<file path="src/rtl/uart_rx.sv">
// ---------------------------------------------------------------------------
// uart_rx -- asynchronous serial receiver, 8N1 (or 8E1), LSB first.
//
// The serial line is brought into the clk domain through a two-flop
// synchroniser. A falling edge seen while idle starts a frame. The start bit
// is confirmed at mid-bit and every later bit is sampled one full bit period
// after the previous sample, so all samples fall near the bit centres.
//
// Optional feature macro: UART_RX_PARITY_EN
//   defined   -> 8E1 frame: an even-parity bit follows data bit 7, and a
//                mismatch yields parity_err instead of rx_done.
//   undefined -> 8N1 frame, parity_err tied low.
//
// Parameters:
//   BAUD_RATE  line bit rate
//   CLK_FREQ   clk frequency in Hz (CLKS_PER_BIT = CLK_FREQ / BAUD_RATE)
//
// Ports:
//   clk         rising-edge clock
//   rst         asynchronous, active-high reset
//   rx_in       serial line, idle high, asynchronous to clk
//   data_rx     last correctly received byte
//   rx_done     one-cycle pulse when data_rx is updated
//   frame_err   one-cycle pulse when the stop bit is sampled low
//   parity_err  one-cycle pulse on parity mismatch (parity build only)
//   rx_busy     high whenever the receiver is not idle
// ---------------------------------------------------------------------------
module uart_rx #(
    parameter int BAUD_RATE = 9600,
    parameter int CLK_FREQ  = 50000000
) (
    input  logic       clk,
    input  logic       rst,
    input  logic       rx_in,
    output logic [7:0] data_rx,
    output logic       rx_done,
    output logic       frame_err,
    output logic       parity_err,
    output logic       rx_busy
);

    localparam int CLKS_PER_BIT = CLK_FREQ / BAUD_RATE;
    localparam int HALF_BIT     = CLKS_PER_BIT / 2;
    localparam int CNT_W        = (CLKS_PER_BIT > 1) ? $clog2(CLKS_PER_BIT) : 1;

    localparam logic [CNT_W-1:0] CNT_BIT_END  = CNT_W'(CLKS_PER_BIT - 1);
    localparam logic [CNT_W-1:0] CNT_HALF_END = CNT_W'(HALF_BIT - 1);

    typedef enum logic [2:0] {
        ST_IDLE   = 3'd0,
        ST_START  = 3'd1,
        ST_DATA   = 3'd2,
`ifdef UART_RX_PARITY_EN
        ST_PARITY = 3'd3,
`endif
        ST_STOP   = 3'd4,
        ST_BREAK  = 3'd5
    } state_t;

    logic             r_sync1;
    logic             r_rx_s;
    state_t           r_state;
    logic [CNT_W-1:0] r_cnt;
    logic [2:0]       r_bit_idx;
    logic [7:0]       r_shift;
    logic [7:0]       r_data_rx;
    logic             r_rx_done;
    logic             r_frame_err;
    logic             r_busy;

`ifdef UART_RX_PARITY_EN
    logic r_parity_bit;
    logic r_parity_err;
    logic w_parity_bad;

    // Even parity: the data bits and the parity bit together must XOR to 0.
    assign w_parity_bad = ^{r_shift, r_parity_bit};
    assign parity_err   = r_parity_err;
`else
    assign parity_err   = 1'b0;
`endif

    assign data_rx   = r_data_rx;
    assign rx_done   = r_rx_done;
    assign frame_err = r_frame_err;
    assign rx_busy   = r_busy;

    // Two-flop synchroniser. Both flops reset to the idle (high) line level
    // so that leaving reset never looks like a start bit.
    // NOTE: every clocked register uses non-blocking assignment so that all
    // flops update together from values sampled before the edge.
    always_ff @(posedge clk or posedge rst) begin
        if (rst) begin
            r_sync1 <= 1'b1;
            r_rx_s  <= 1'b1;
        end else begin
            r_sync1 <= rx_in;
            r_rx_s  <= r_sync1;
        end
    end

    // Receive FSM. Status pulses default low every cycle and are raised for
    // a single cycle by the stop-bit sample.
    // NOTE: the byte register data_rx is an output with a defined reset
    // value, so it is reset along with the control state; the shift register
    // is reset too, which keeps the whole block deterministic out of reset.
    always_ff @(posedge clk or posedge rst) begin
        if (rst) begin
            r_state     <= ST_IDLE;
            r_cnt       <= '0;
            r_bit_idx   <= 3'd0;
            r_shift     <= 8'h00;
            r_data_rx   <= 8'h00;
            r_rx_done   <= 1'b0;
            r_frame_err <= 1'b0;
            r_busy      <= 1'b0;
`ifdef UART_RX_PARITY_EN
            r_parity_bit <= 1'b0;
            r_parity_err <= 1'b0;
`endif
        end else begin
            r_rx_done   <= 1'b0;
            r_frame_err <= 1'b0;
`ifdef UART_RX_PARITY_EN
            r_parity_err <= 1'b0;
`endif
            case (r_state)
                ST_IDLE: begin
                    if (!r_rx_s) begin
                        r_cnt   <= '0;
                        r_state <= ST_START;
                        r_busy  <= 1'b1;
                    end
                end

                // Re-check the line at the middle of the start bit; a high
                // level here means the falling edge was only a glitch.
                ST_START: begin
                    if (r_cnt == CNT_HALF_END) begin
                        if (!r_rx_s) begin
                            r_cnt     <= '0;
                            r_bit_idx <= 3'd0;
                            r_state   <= ST_DATA;
                        end else begin
                            r_state <= ST_IDLE;
                            r_busy  <= 1'b0;
                        end
                    end else begin
                        r_cnt <= r_cnt + CNT_W'(1);
                    end
                end

                // LSB arrives first, so shift in from the top: after eight
                // shifts the first bit has reached bit 0.
                ST_DATA: begin
                    if (r_cnt == CNT_BIT_END) begin
                        r_cnt   <= '0;
                        r_shift <= {r_rx_s, r_shift[7:1]};
                        if (r_bit_idx == 3'd7) begin
`ifdef UART_RX_PARITY_EN
                            r_state <= ST_PARITY;
`else
                            r_state <= ST_STOP;
`endif
                        end else begin
                            r_bit_idx <= r_bit_idx + 3'd1;
                        end
                    end else begin
                        r_cnt <= r_cnt + CNT_W'(1);
                    end
                end

`ifdef UART_RX_PARITY_EN
                ST_PARITY: begin
                    if (r_cnt == CNT_BIT_END) begin
                        r_cnt        <= '0;
                        r_parity_bit <= r_rx_s;
                        r_state      <= ST_STOP;
                    end else begin
                        r_cnt <= r_cnt + CNT_W'(1);
                    end
                end
`endif

                // A good stop bit returns straight to IDLE so a frame that
                // starts right after it is still caught.
                ST_STOP: begin
                    if (r_cnt == CNT_BIT_END) begin
                        r_cnt <= '0;
                        if (r_rx_s) begin
                            r_state <= ST_IDLE;
                            r_busy  <= 1'b0;
`ifdef UART_RX_PARITY_EN
                            if (w_parity_bad) begin
                                r_parity_err <= 1'b1;
                            end else begin
                                r_data_rx <= r_shift;
                                r_rx_done <= 1'b1;
                            end
`else
                            r_data_rx <= r_shift;
                            r_rx_done <= 1'b1;
`endif
                        end else begin
                            r_frame_err <= 1'b1;
                            r_state     <= ST_BREAK;
                        end
                    end else begin
                        r_cnt <= r_cnt + CNT_W'(1);
                    end
                end

                // Hold off until the line returns high, so a line stuck low
                // is not decoded as a stream of start bits.
                ST_BREAK: begin
                    if (r_rx_s) begin
                        r_state <= ST_IDLE;
                        r_busy  <= 1'b0;
                    end
                end

                default: begin
                    r_state <= ST_IDLE;
                    r_busy  <= 1'b0;
                end
            endcase
        end
    end

endmodule

</file>
<file path="config.mk">
export PLATFORM = sky130hd
export DESIGN_NAME = uart_rx
export DESIGN_NICKNAME = d
export VERILOG_FILES = /design/src/rtl/uart_rx.sv
export SDC_FILE = /design/constraint.sdc
export NUM_CORES = 1
export LEC_CHECK = 0
export ABC_AREA = 1
export CAP_MARGIN = 0
export CELL_PAD_IN_SITES_DETAIL_PLACEMENT = 1
export CELL_PAD_IN_SITES_GLOBAL_PLACEMENT = 1
export CORE_MARGIN = 2
export CORE_UTILIZATION = 30
export DETAILED_ROUTE_END_ITERATION = 8
export PLACE_DENSITY = 0.56
export SYNTH_ARGS = -nofsm -noshare
export SYNTH_HDL_FRONTEND = slang
export SYNTH_SLANG_ARGS = --single-unit
</file>
<file path="constraint.sdc">
create_clock -name clk -period 3 [get_ports clk]
set_input_delay 0.75 -clock clk [delete_from_list [all_inputs] [get_ports clk]]
set_output_delay 0.75 -clock clk [all_outputs]
set_load 0.1 [all_outputs]
</file>
==> impl_results.md, run 1 <==
- Status: completed
- Clock Tree Buf Depth: 2
- Initial DRT Pass Iterations: 4
- Cell Chain, Critical Path: ha_1, nand2_1, nor2_1, nand3_2, nor2_4, inv_1, nand2_1, o21ai_0
- Final WS setup: ~1.3 ns
- Pin slew with the least headroom to its limit: just under 0.7 ns
- Nets: between 200 and 300
- Critical path depth: 8
- Critical Path End: r_shift[7]
- Max Cap Violations: 0
- Critical path's slowest cell: dfrtp_1
- Max VDD drop: roughly 0.00019 V
- Wire per inst: ~13 um
- Minimum clock period: about 1.7 ns
- Crit path buffers/inverters: 1
- Layout cells sized above 1: roughly 18%
- Arr. time, crit path: 1.93 ns
- Setup-failing EPs final: 0
- CP most frequent cell: nand2_1
- Fmax: approximately 0.57 GHz
- Crit path largest cell delay: just over 0.4 ns
- Final core occ: around 36%
- Post-CTS Hold Buffers: 0
- Sequential area share after synthesis: 47.0%
- CTS H-tree lvls: 2
- Core Footprint: slightly below 7000 um^2
- 1st-iter DRT viols: 70
- Cell Count, Final, Fillers Out: a little under 400
- Total I/O pin count: 15
- Clock Skew: 0.00484 ns
- GR Util All Layers: between 10 and 15%
- Sink Count: 40
- Reg2Reg Setup Slack: roughly 1.3 ns
- CP max FO: 16
- Synth warnings: 0
- Setup crit end kind: register
- DRC viols: 0
- Critical Path Start: r_cnt[0]
- Synthesized cell area: 2130 um^2
- Area Growth Syn to Fin: 14.3%
- Crit-path leading delay family: simple AND/OR/NAND/NOR gates
- Dpl cells: 378
- Avg Cell Area, Syn: 7.84 um^2
- LEAKAGE: approximately 1.2 nW
- Placed Instance Area: 2320 um^2
- HP Class: register to register
- Fill count: 873
- Antenna diode count: 0
- Vias: about 1,700
- CTS Buf Count: 5
- Most frequent cells in the layout: 100 x nand2_1, 38 x dfrtp_1, 32 x inv_1
- Initial Utilization: 31.2%
- Placer Congestion: slightly above 0.8
- CTS tree: built
- Post-place setup slack: between 1 and 1.5 ns
- Hpwl dp: 3.83 mm
- Cell Pwr Density: around 430 nW/um^2
- Worst reg2reg path startpoint: r_cnt[0]
- Setup TNS Final: 0 ns
- CP startpoint kind: register
- Yosys reg bits: 40
- Final WL: between 4 and 5 mm
- Syn Nets: approximately 280
- Final period util: between 50% and 60%
- Die footprint: roughly 7800 um^2
- R2R depth: 8
- Die Wd: slightly below 90 um
- Commonest non-fill, non-tap cell in the layout: nand2_1
- Post-CTS sizing: 0
- First-pass GRT wire length: roughly 8.6 mm
- Final ANT Viol Nets: 0
- Height of the die: 88.3 um
- Clk Tree Root Cell: clkbuf_8
- Total Power: ~1.0 mW
- Mapped Cells: around 270
- Antenna violations before repair: 0
- FF-to-FF End: r_shift[7]
- Hold Slack: about 0.36 ns
- Rows: 30
- Pins Over Slew Limit: 0
- Final hold violation count: 0
- CTS clk-pin slew, worst paths: around 0.08 ns
- Port Buffer Count: 13
- Vias in the first global route: between 1,500 and 2,000
- Avg Vias per Cell: approximately 4.5
- Design area: 2440 um^2
- Slew headroom: a little over half
- Critical path type: register to register
- RSZ-0062 raised after global routing: false
- Worst-Skew Late Latency: about 0.30 ns
- Post-CTS Setup Repair Bufs: 0
- Post-synth cell types: 28
- Largest net degree at the start of global routing: 18
- Worst path required time: roughly 3.2 ns
- Grt ovf: 0
[where the power goes]
group | switching (mW) | leakage, nW | internal, mW
clock network | 0.218 | 0.0548 | 0.251
logic | 0.0202 | 0.648 | 0.00514
registers | 0.00129 | 0.532 | 0.541
[routing by layer]
layer | vias to the layer above | global-route usage (%) | routed length [um] | share of wire (%)
met3 | 6 | 3.08 | 110 | 2.2
met5 | - | 0 | 0 | 0
met2 | 14 | 22.6 | 2200 | 44
met1 | 840 | 20.1 | 2590 | 52
li1 | 875 | - | - | -
met4 | 0 | 4.13 | 63 | 1.3
[area by class of cell]
type | count | area (um^2) | share of cell area, %
clock buffers | 5 | 68.8 | 2.82
repair buffers | 15 | 118 | 4.83
well taps | 96 | 120 | 4.93
multi-input cells | 190 | 940 | 38.6
clock inverters | 3 | 46.3 | 1.90
flip-flops and latches | 40 | 1000 | 41.2
inverters | 37 | 141 | 5.80
[logic make-up after synthesis]
family	after synthesis	synth area share, %
AND/OR/NAND/NOR	152	31.5
other	1	0.176
adder cells (fa/ha/maj)	3	1.76
buffers and inverters	42	8.91
XOR/XNOR	2	0.821
flip-flops	40	47.0
AO/OA/AOI/OAI	32	9.79
[Yosys cell counts, drive strengths merged]
master	instances	area (um^2)
nand4	2	12.5
a21oi	2	10.0
o21ai	25	163
xor2	2	17.5
nor2	27	129
dfrtp	38	951
inv	37	141
nand3	14	75.1
dfstp	2	52.6
o211ai	3	22.5
nand3b	1	20.0
conb	1	3.75
o22ai	1	6.26
nand2	104	405
ha	3	37.5
buf	5	48.8
o31ai	1	7.51
nor3	4	30.0
[worst min path at each step]
| stage | from | end | slack [ns] | depth (start not counted) |
|---|---|---|---|---|
| 2_1_floorplan | r_sync1 | r_rx_s | 0.35 | 0 |
| 3_3_place_gp | r_sync1 | r_rx_s | 0.35 | 0 |
| 3_5_place_dp | r_sync1 | r_rx_s | 0.35 | 0 |
| 4_1_cts | r_sync1 | r_rx_s | 0.36 | 0 |
| 5_1_grt | r_sync1 | r_rx_s | 0.37 | 0 |
| 6_report | r_sync1 | r_rx_s | 0.36 | 0 |
[flip-flops by register name (all words and copies together), names as in the netlist]
signal,flops
data_rx,8
rx_busy,1
r_cnt,13
rx_done,1
r_bit_idx,3
frame_err,1
r_sync1,1
r_shift,8
r_rx_s,1
r_state,3
[worst reg2reg max path, stage by stage, from the launching register on]
cell,delay (ns)
dfrtp_1,0.41
ha_1,0.20
nand2_1,0.14
nor2_1,0.16
nand3_2,0.13
nor2_4,0.29
inv_1,0.14
nand2_1,0.08
o21ai_0,0.07
(Power assumes the default switching activity.)
==> run 2, diff against run 1 <==
==> constraint.sdc (replaced) <==
create_clock -name clk -period 1.8 [get_ports clk]
set_input_delay 0.45 -clock clk [delete_from_list [all_inputs] [get_ports clk]]
set_output_delay 0.45 -clock clk [all_outputs]
set_load 0.1 [all_outputs]
==> impl_results.md, run 2 (synthesis results as in run 1) <==
- First-pass GRT wire length: 9.13 mm (was 8.62 mm)
- Final WL: 5.30 mm (was 4.96 mm)
- RSZ-0062 raised after global routing: false (unchanged)
- Cell Pwr Density: 641 nW/um^2 (was 425 nW/um^2)
- Rows: 30 (unchanged)
- Minimum clock period: 1.62 ns (was 1.75 ns)
- Final hold violation count: 0 (unchanged)
- 1st-iter DRT viols: 46 (was 70)
- Critical path's slowest cell: dfrtp_1 (unchanged)
- Vias in the first global route: 1,830 (was 1,775)
- Grt ovf: 0 (unchanged)
- Wire per inst: 13.6 um (was 12.9 um)
- GR Util All Layers: 15.3% (was 14.4%)
- DRC viols: 0 (unchanged)
- CTS clk-pin slew, worst paths: 0.09 ns (was 0.08 ns)
- Vias: 1,727 (was 1,735)
- Worst-Skew Late Latency: 0.30 ns (about the same)
- Pins Over Slew Limit: 0 (unchanged)
- Antenna diode count: 0 (unchanged)
- Max Cap Violations: 0 (unchanged)
- Most frequent cells in the layout: 96 x nand2_1, 38 x dfrtp_1, 32 x inv_1 (was 100 x nand2_1, 38 x dfrtp_1, 32 x inv_1)
- Height of the die: 88.3 um (unchanged)
- Port Buffer Count: 13 (unchanged)
- Crit path largest cell delay: 0.43 ns (was 0.41 ns)
- Final ANT Viol Nets: 0 (unchanged)
- Avg Vias per Cell: 4.42 (was 4.49)
- Worst path required time: 1.98 ns (was 3.18 ns)
- M1 WL: 2.68 mm (was 2.59 mm)
- Antenna violations before repair: 0 (unchanged)
- Core Footprint: 6830 um^2 (unchanged)
- Post-CTS Hold Buffers: 0 (unchanged)
- Critical path type: register to register (unchanged)
- Combinational Power Share: 2.6% (was 2.4%)
- CP most frequent cell: nand2_1 (unchanged)
- Status: completed (unchanged)
- Placed Instance Area: 2490 um^2 (was 2320 um^2)
- HP Class: register to register (unchanged)
- Met3 wire len: 106 um (was 110 um)
- Die footprint: 7800 um^2 (unchanged)
- Setup-failing EPs final: 0 (unchanged)
- Arr. time, crit path: 1.80 ns (was 1.93 ns)
- Cell Chain, Critical Path: ha_2, nand2_1, nor2_1, nand3_1, buf_4, o21ai_4, nand2_2, nand2_1, o21ai_0 (was ha_1, nand2_1, nor2_1, nand3_2, nor2_4, inv_1, nand2_1, o21ai_0)
- Design area: 2700 um^2 (was 2440 um^2)
- Biggest register: r_cnt (unchanged)
- Area Growth Syn to Fin: 26.5% (was 14.3%)
- Clock Skew: 0.0106 ns (was 0.00484 ns)
- Initial Utilization: 31.2% (unchanged)
- Top layer in use: met4 (unchanged)
- Reg2Reg Setup Slack: 0.18 ns (was 1.25 ns)
- Die Wd: 88.3 um (unchanged)
- Largest net degree at the start of global routing: 41 (was 18)
- Hpwl dp: 3.76 mm (was 3.83 mm)
- Nets: 300 (was 295)
- Sink Count: 40 (unchanged)
- Setup TNS Final: 0 ns (unchanged)
- Commonest non-fill, non-tap cell in the layout: nand2_1 (unchanged)
- Max VDD drop: 0.000335 V (was 0.000189 V)
- CTS H-tree lvls: 2 (unchanged)
- Clk Tree Root Cell: clkbuf_8 (unchanged)
- LEAKAGE: 1.32 nW (was 1.23 nW)
- CP startpoint kind: register (unchanged)
- Met2 wire len: 2.46 mm (was 2.20 mm)
- CTS Buf Count: 5 (unchanged)
- Setup crit end kind: register (unchanged)
- Net Sw Frac: 23.1% (about the same)
- Initial DRT Pass Iterations: 4 (unchanged)
- CTS tree: built (unchanged)
- Clock power share: 45.1% (was 45.2%)
- Clock Tree Buf Depth: 2 (unchanged)
- CP max FO: 4 (was 16)
- Sw Pwr: 399 uW (was 239 uW)
- Layout cells sized above 1: 22.4% (was 17.9%)
- Placer Congestion: 0.820 (was 0.822)
- Cell-internal power: 1.33 mW (was 797 uW)
- Final period util: 89.9% (was 58.3%)
- Power share of the sequential group: 52.4% (was 52.3%)
- Total I/O pin count: 15 (unchanged)
- Largest register FFs: 13 (unchanged)
- Fmax: 0.618 GHz (was 0.572 GHz)
-- run 2: routing by layer --
layer	global-route usage, %	vias up
met4	4.96	0
met1	21.1	817
li1	-	890
met3	2.99	5
met2	24.1	15
met5	0	-
-- run 2: area by class of cell --
type / count / area, um^2
clock inverters: 3 / 46.3
inverters: 37 / 141
clock buffers: 5 / 68.8
multi-input cells: 191 / 1020
flip-flops and latches: 40 / 1000
repair buffers: 19 / 298
well taps: 96 / 120
fillers: 829 / 4130
-- run 2: timing repair --
item | in CTS | in global routing
buffers inserted | 0 | 1
setup endpoints to repair | 0 | 30
endpoints found under the hold margin | 0 | 0
gates resized for setup | 0 | 16
-- run 2: worst paths after layout --
check | start | endpoint | depth (start not counted)
min in group asynchronous | rst | data_rx[6] | 3
max reg2reg | r_cnt[0] | r_bit_idx[0] | 9
max in group asynchronous | rst | r_rx_s | 3
max | r_cnt[0] | r_bit_idx[0] | 9
min reg2reg | r_sync1 | r_rx_s | 0
min | r_sync1 | r_rx_s | 0
-- run 2: worst max-delay path, delay by kind of cell (launching register included) --
kind | cells | cell delay, ns
simple gates | 5 | 0.46
buf+inv | 1 | 0.16
compound gates | 2 | 0.23
fa+ha+maj | 1 | 0.23
flops | 1 | 0.43
-- run 2: power groups by stage --
stage               logic, mW  registers [mW]  clock network [mW]
finish                 0.0447           0.905               0.779
global route           0.0507           0.906               0.848
CTS                    0.0461           0.904               0.812
detailed placement     0.0460           0.922                   0
global placement       0.0458           0.922                   0
floorplan              0.0295           0.921                   0
-- run 2: through the flow --
stage / setup slack [ns] / hold WS [ns] / power (mW) / util, % / std cells
floorplan: 0.301 / 0.345 / 0.951 / - / 272
global placement: 0.122 / 0.346 / 0.967 / 36.5 / 381
detailed placement: 0.0975 / 0.348 / 0.968 / 36.5 / 381
CTS: 0.0566 / 0.361 / 1.76 / 38.2 / 389
global route: 0.00924 / 0.370 / 1.80 / 39.5 / 391
finish: 0.182 / 0.359 / 1.73 / 39.5 / 391
